==> config.mk <==
export PLATFORM = sky130hd
export DESIGN_NAME = line_clear_unit
export DESIGN_NICKNAME = d
export VERILOG_FILES = /design/src/rtl/tetris_pkg.sv /design/src/rtl/line_score_lut.sv /design/src/rtl/line_clear_unit.sv
export SDC_FILE = /design/constraint.sdc
export NUM_CORES = 1
export LEC_CHECK = 0
export CORE_ASPECT_RATIO = 0.6
export CORE_MARGIN = 10
export CORE_UTILIZATION = 40
export DETAILED_ROUTE_END_ITERATION = 7
export PLACE_DENSITY = 0.7
export REMOVE_ABC_BUFFERS = 1
export SLEW_MARGIN = 20
export SYNTH_ARGS = -nofsm -noshare
export SYNTH_HDL_FRONTEND = slang
export SYNTH_HIERARCHICAL = 1
export SYNTH_SLANG_ARGS = --single-unit
==> constraint.sdc <==
create_clock -name clk -period 4 [get_ports clk]
set_input_delay 0.8 -clock clk [delete_from_list [all_inputs] [get_ports clk]]
set_output_delay 0.8 -clock clk [all_outputs]
set_load 0.01 [all_outputs]
==> src/rtl/tetris_pkg.sv <==
`default_nettype none
// ============================================================================
//  Module   : tetris_pkg
//  Purpose  : Shared constants, types and helpers for the 12x12 falling-block
//             board. Board bit r*COLS+c is (row r, col c). Row 0 is the top.
//             Bit BOARD_W-1 is a spare bit that is carried along untouched.
//  Ports    : none (package)
//  Revision : 1.0 - initial release
// ============================================================================
package tetris_pkg;

    localparam int COLS    = 12;
    localparam int ROWS    = 12;
    localparam int BOARD_W = 145;
    localparam int SCORE_W = 16;

    typedef logic [BOARD_W-1:0] board_t;

    typedef enum logic [1:0] {
        IDLE  = 2'd0,
        CHECK = 2'd1,
        SHIFT = 2'd2,
        DONE  = 2'd3
    } lc_state_t;

    // Points awarded for a pass, indexed by the number of rows cleared.
    localparam logic [SCORE_W-1:0] SCORE_0 = SCORE_W'(0);
    localparam logic [SCORE_W-1:0] SCORE_1 = SCORE_W'(40);
    localparam logic [SCORE_W-1:0] SCORE_2 = SCORE_W'(100);
    localparam logic [SCORE_W-1:0] SCORE_3 = SCORE_W'(300);
    localparam logic [SCORE_W-1:0] SCORE_4 = SCORE_W'(1200);

    // True when every cell of the given row is occupied.
    function automatic logic row_full(input board_t board, input logic [3:0] row);
        return &board[int'(row)*COLS +: COLS];
    endfunction

endpackage : tetris_pkg
`default_nettype wire

==> src/rtl/line_score_lut.sv <==
`default_nettype none
// ============================================================================
//  Module   : line_score_lut
//  Purpose  : Combinational points table for one clear pass.
//  Ports    : count  in  4        rows cleared in the pass (0..12)
//             points out SCORE_W  points to add to the running score
//  Revision : 1.0 - initial release
// ============================================================================
module line_score_lut
    import tetris_pkg::*;
(
    input  logic [3:0]         count,
    output logic [SCORE_W-1:0] points
);

    always_comb begin
        points = SCORE_0;
        case (count)
            4'd0:    points = SCORE_0;
            4'd1:    points = SCORE_1;
            4'd2:    points = SCORE_2;
            4'd3:    points = SCORE_3;
            default: points = SCORE_4;   // four or more rows
        endcase
    end

endmodule : line_score_lut
`default_nettype wire

==> src/rtl/line_clear_unit.sv <==
`default_nettype none
// ============================================================================
//  Module   : line_clear_unit
//  Purpose  : Post-landing stage. Loads the merged background, scans rows from
//             the bottom up, removes each full row by dropping everything above
//             it by one row (one row per cycle), then reports the compacted
//             board, the number of rows removed, a saturating score and a
//             sticky game-over flag.
//  Ports    : clk            in   1        system clock
//             resetn         in   1        asynchronous active-low reset
//             start          in   1        pulse: board_in valid, begin a pass
//             board_in       in   BOARD_W  background with landed piece merged
//             board_out      out  BOARD_W  working / result board
//             busy           out  1        pass in progress (incl. done cycle)
//             done           out  1        pulse: results final for this pass
//             lines_cleared  out  4        rows removed in last pass
//             score          out  SCORE_W  cumulative saturating score
//             game_over      out  1        sticky: row 0 occupied after a pass
//  Revision : 1.0 - initial release
// ============================================================================
module line_clear_unit
    import tetris_pkg::*;
(
    input  logic               clk,
    input  logic               resetn,
    input  logic               start,
    input  logic [BOARD_W-1:0] board_in,
    output logic [BOARD_W-1:0] board_out,
    output logic               busy,
    output logic               done,
    output logic [3:0]         lines_cleared,
    output logic [SCORE_W-1:0] score,
    output logic               game_over
);

    lc_state_t          state;
    lc_state_t          state_nx;
    board_t             board_reg;
    board_t             shifted;
    logic [3:0]         row_ptr;
    logic [3:0]         line_cnt;
    logic               cur_full;
    logic               accept;
    logic [SCORE_W-1:0] points;
    logic [SCORE_W:0]   score_sum;
    logic [SCORE_W-1:0] score_sat;

    assign board_out = board_reg;
    assign cur_full  = row_full(board_reg, row_ptr);

    // busy stays high through the done cycle, so a start there is dropped too.
    assign accept = start && (state == IDLE) && !busy;

    // Drop rows 1..row_ptr by one; rows below row_ptr keep their contents.
    assign shifted[BOARD_W-1] = board_reg[BOARD_W-1];
    generate
        for (genvar r = 0; r < ROWS; r++) begin : g_row
            if (r == 0) begin : g_top
                assign shifted[0 +: COLS] = '0;
            end else begin : g_body
                assign shifted[r*COLS +: COLS] = (4'(r) <= row_ptr)
                                               ? board_reg[(r-1)*COLS +: COLS]
                                               : board_reg[r*COLS +: COLS];
            end
        end
    endgenerate

    line_score_lut u_lut (
        .count  (line_cnt),
        .points (points)
    );

    assign score_sum = {1'b0, score} + {1'b0, points};
    assign score_sat = score_sum[SCORE_W] ? '1 : score_sum[SCORE_W-1:0];

    always_ff @(posedge clk or negedge resetn) begin
        if (!resetn) begin
            state <= IDLE;
        end else begin
            state <= state_nx;
        end
    end

    always_comb begin
        state_nx = state;
        case (state)
            IDLE:    if (accept) state_nx = CHECK;
            CHECK: begin
                if (cur_full)           state_nx = SHIFT;   // re-check same row after the drop
                else if (row_ptr == '0) state_nx = DONE;
            end
            SHIFT:   state_nx = CHECK;
            DONE:    state_nx = IDLE;
            default: state_nx = IDLE;
        endcase
    end

    always_ff @(posedge clk or negedge resetn) begin
        if (!resetn) begin
            board_reg     <= '0;
            row_ptr       <= 4'(ROWS-1);
            line_cnt      <= '0;
            busy          <= 1'b0;
            done          <= 1'b0;
            lines_cleared <= '0;
            score         <= '0;
            game_over     <= 1'b0;
        end else begin
            done <= (state == DONE);
            if (done) begin
                busy <= 1'b0;
            end
            case (state)
                IDLE: begin
                    if (accept) begin
                        board_reg <= board_in;
                        row_ptr   <= 4'(ROWS-1);
                        line_cnt  <= '0;
                        busy      <= 1'b1;
                    end
                end
                CHECK: begin
                    if (!cur_full && row_ptr != '0) begin
                        row_ptr <= row_ptr - 4'd1;
                    end
                end
                SHIFT: begin
                    board_reg <= shifted;
                    line_cnt  <= line_cnt + 4'd1;
                end
                DONE: begin
                    lines_cleared <= line_cnt;
                    score         <= score_sat;
                    game_over     <= game_over | (|board_reg[COLS-1:0]);
                end
                default: ;
            endcase
        end
    end

endmodule : line_clear_unit
`default_nettype wire
==> reports/results.ini <==
[placement]
finalWeightedCongestion = 0.886
detailed_place_hpwl_um = 27100
dp_cells = 1616
io_buffer_count = 315
place_area_um2 = 12800

[yosys]
syn_area_um2 = 9310
syn_inst = 1032
yosys.area.top_type_share_pct = 47.0
ys_seq_elements = 178
async_reset_ff_share_pct = 100
seq_area_frac_synth_pct = 47.9
synth_cell_types = 69
yosysTopAreaCell = dfrtp_1
synth_area_leaders = dfrtp_1, nand2_1, mux2i_1
syn_avg_cell_area_um2 = 9.03
yosysMostFrequentCell = nand2_1
ys_warn_count = 6
yosys-top-cells-count = nand2_1, dfrtp_1, nor2_1
synth-edff-count = 0
synth_flop_cell = dfrtp_1

[clock_network]
cts_tree = done
clockBufferDepth = 2
clock_latency_ns = 0.43
root_buffer = clkbuf_16
post-cts-setup-buffers = 0
cts_sinks = 178
cts_resized = 0
htree_levels = 4
path_clk_slew_ns = 0.07
hold_buffers = 0
numCtsBuffers = 17

[run_status]
status = complete, no violations

[global_route]
grt_max_degree = 89
grt_pass1_wl_um = 54300
grt_pass1_vias = 8589
antenna_found_initial = 4
grt.overflow.total = 0
grt_util_all_layers_pct = 23.1

[routing]
route.detailed.drc = 0
drtIter0Drc = 680
routedWlPerCell_um = 21.5
dr_total_vias = 8946
vias_per_cell = 5.43
drt-total-wl_um = 35500
firstDrtPassIters = 5
antenna_left = 0

[timing]
slew_viol_final = 0
setup_viol = 0
relSlewSlack_pct = 25.5
min_period_ns = 2.95
fmax_mhz = 339
skew_ns = 0.00703
worst_slew_pin_slew_ns = 1.12
hold_viol = 0
rsz0062_at_grt = false
fin_crit_sh_pct = 73.8

[die]
start_util_pct = 40.5
die-area_um2 = 30000
die_x_um = 217
io_pins = 316
core-area_um2 = 23000
num_rows = 43
die_h_um = 138

[power_and_ir_drop]
p_per_area_nw_per_um2 = 797
p_leak_uw = 0.00602
fin_total_pwr_uw = 10600
peakVddDrop_mv = 0.363

[worst_hold_path]
hp-class = primary input to async pin

[cells_and_area]
synthToLayoutAreaGrowth_pct = 43.3
fill_cells = 2048
drive_above_1_share_pct = 5.85
multi_input_area_um2 = 4580
design_area_um2 = 13300
regArea_um2 = 4460
nets = 1491
fin_cells = 1649

[setup_path]
worstPathRequired_ns = 4.28
reg2regPathDepth = 9
setup.worst_path.end_class = flip-flop
startpoint_type = flip-flop
arrival_ns = 3.24
cp_max_fo = 9
criticalPathCategory = flip-flop to flip-flop

[flow_run]
max-cap-violations = 0

==> stage by stage <==
stage               utilization (%)  hold WS (ns)  setup slack [ns]  TNS, ns
finish                         58.1         0.424              1.05        0
global route                   58.1         0.456             0.795        0
CTS                            58.1         0.455              1.04        0
detailed placement             55.5         0.447              1.04        0
global placement               55.5         0.441              1.13        0
floorplan                         -         0.493             -2.19  -200.67
==> worst max-delay path, cell delays in order (launching register included) <==
cell and delay (ns):
dfrtp_1 0.47, or4_1 0.57, ha_1 0.38, a21oi_1 0.17
nor3_1 0.06, a41oi_1 0.22, a21boi_0 0.17, or4_1 0.53
a21oi_1 0.15, o21ai_0 0.08
==> logic make-up after synthesis <==
kind of cell | after synthesis | synth area share [%]
AND/OR/NAND/NOR | 427 | 19.5
AO/OA/AOI/OAI | 238 | 16.3
flip-flops | 178 | 47.9
multiplexers | 77 | 8.34
buffers and inverters | 77 | 3.71
adder cells (fa/ha/maj) | 23 | 3.17
XOR/XNOR | 11 | 1.03
other | 1 | 0.0403
==> registers in the layout, indices dropped and copies added, names as in the netlist <==
register,flops
board_out,145
busy,1
done,1
game_over,1
line_cnt,4
lines_cleared,4
row_ptr,4
score,16
state,2
==> final cells by class <==
cell class	count	share of cell area [%]
diodes	1	0.0188
clock buffers	21	3.60
clock inverters	11	0.778
inverters	8	0.225
multi-input cells	784	34.4
flip-flops and latches	178	33.4
well taps	315	2.95
repair buffers	331	24.7
==> worst paths after layout <==
check	startpoint	to	slack, ns
worst max-delay path	line_cnt[3]$_DFFE_PN0P_	score[15]$_DFFE_PN0P_	1.05
worst min-delay path	resetn	score[2]$_DFFE_PN0P_	0.42
worst max register to register	line_cnt[3]$_DFFE_PN0P_	score[15]$_DFFE_PN0P_	1.05
worst min register to register	game_over$_DFFE_PN0P_	game_over$_DFFE_PN0P_	0.47
max in group asynchronous	resetn	board_out[112]$_DFFE_PN0P_	2.72
min in group clk	game_over$_DFFE_PN0P_	game_over$_DFFE_PN0P_	0.47
==> power by group <==
part,switching (µW),internal (µW)
sequential,1140,2660
combinational,2560,2600
clock,754,928
total,4450,6190
==> cell usage in the layout, fill, tap and decap left out, types with 13 or more instances in the layout <==
cell type / n
nand4_1: 32
nand2_1: 245
dfrtp_1: 175
mux2i_1: 72
clkbuf_16: 17
buf_4: 15
ha_1: 22
o21ai_0: 85
clkdlybuf4s50_1: 314
a31oi_1: 76
nor2_1: 94
a21oi_1: 14
a22o_1: 13
==> layer usage <==
metal | GRT usage, % | routed length (µm)
met3 | 8.45 | 3330
met1 | 32.9 | 16800
met5 | 0 | 43
met4 | 3.74 | 214
met2 | 32.9 | 15200
(Power assumes the default switching activity.)
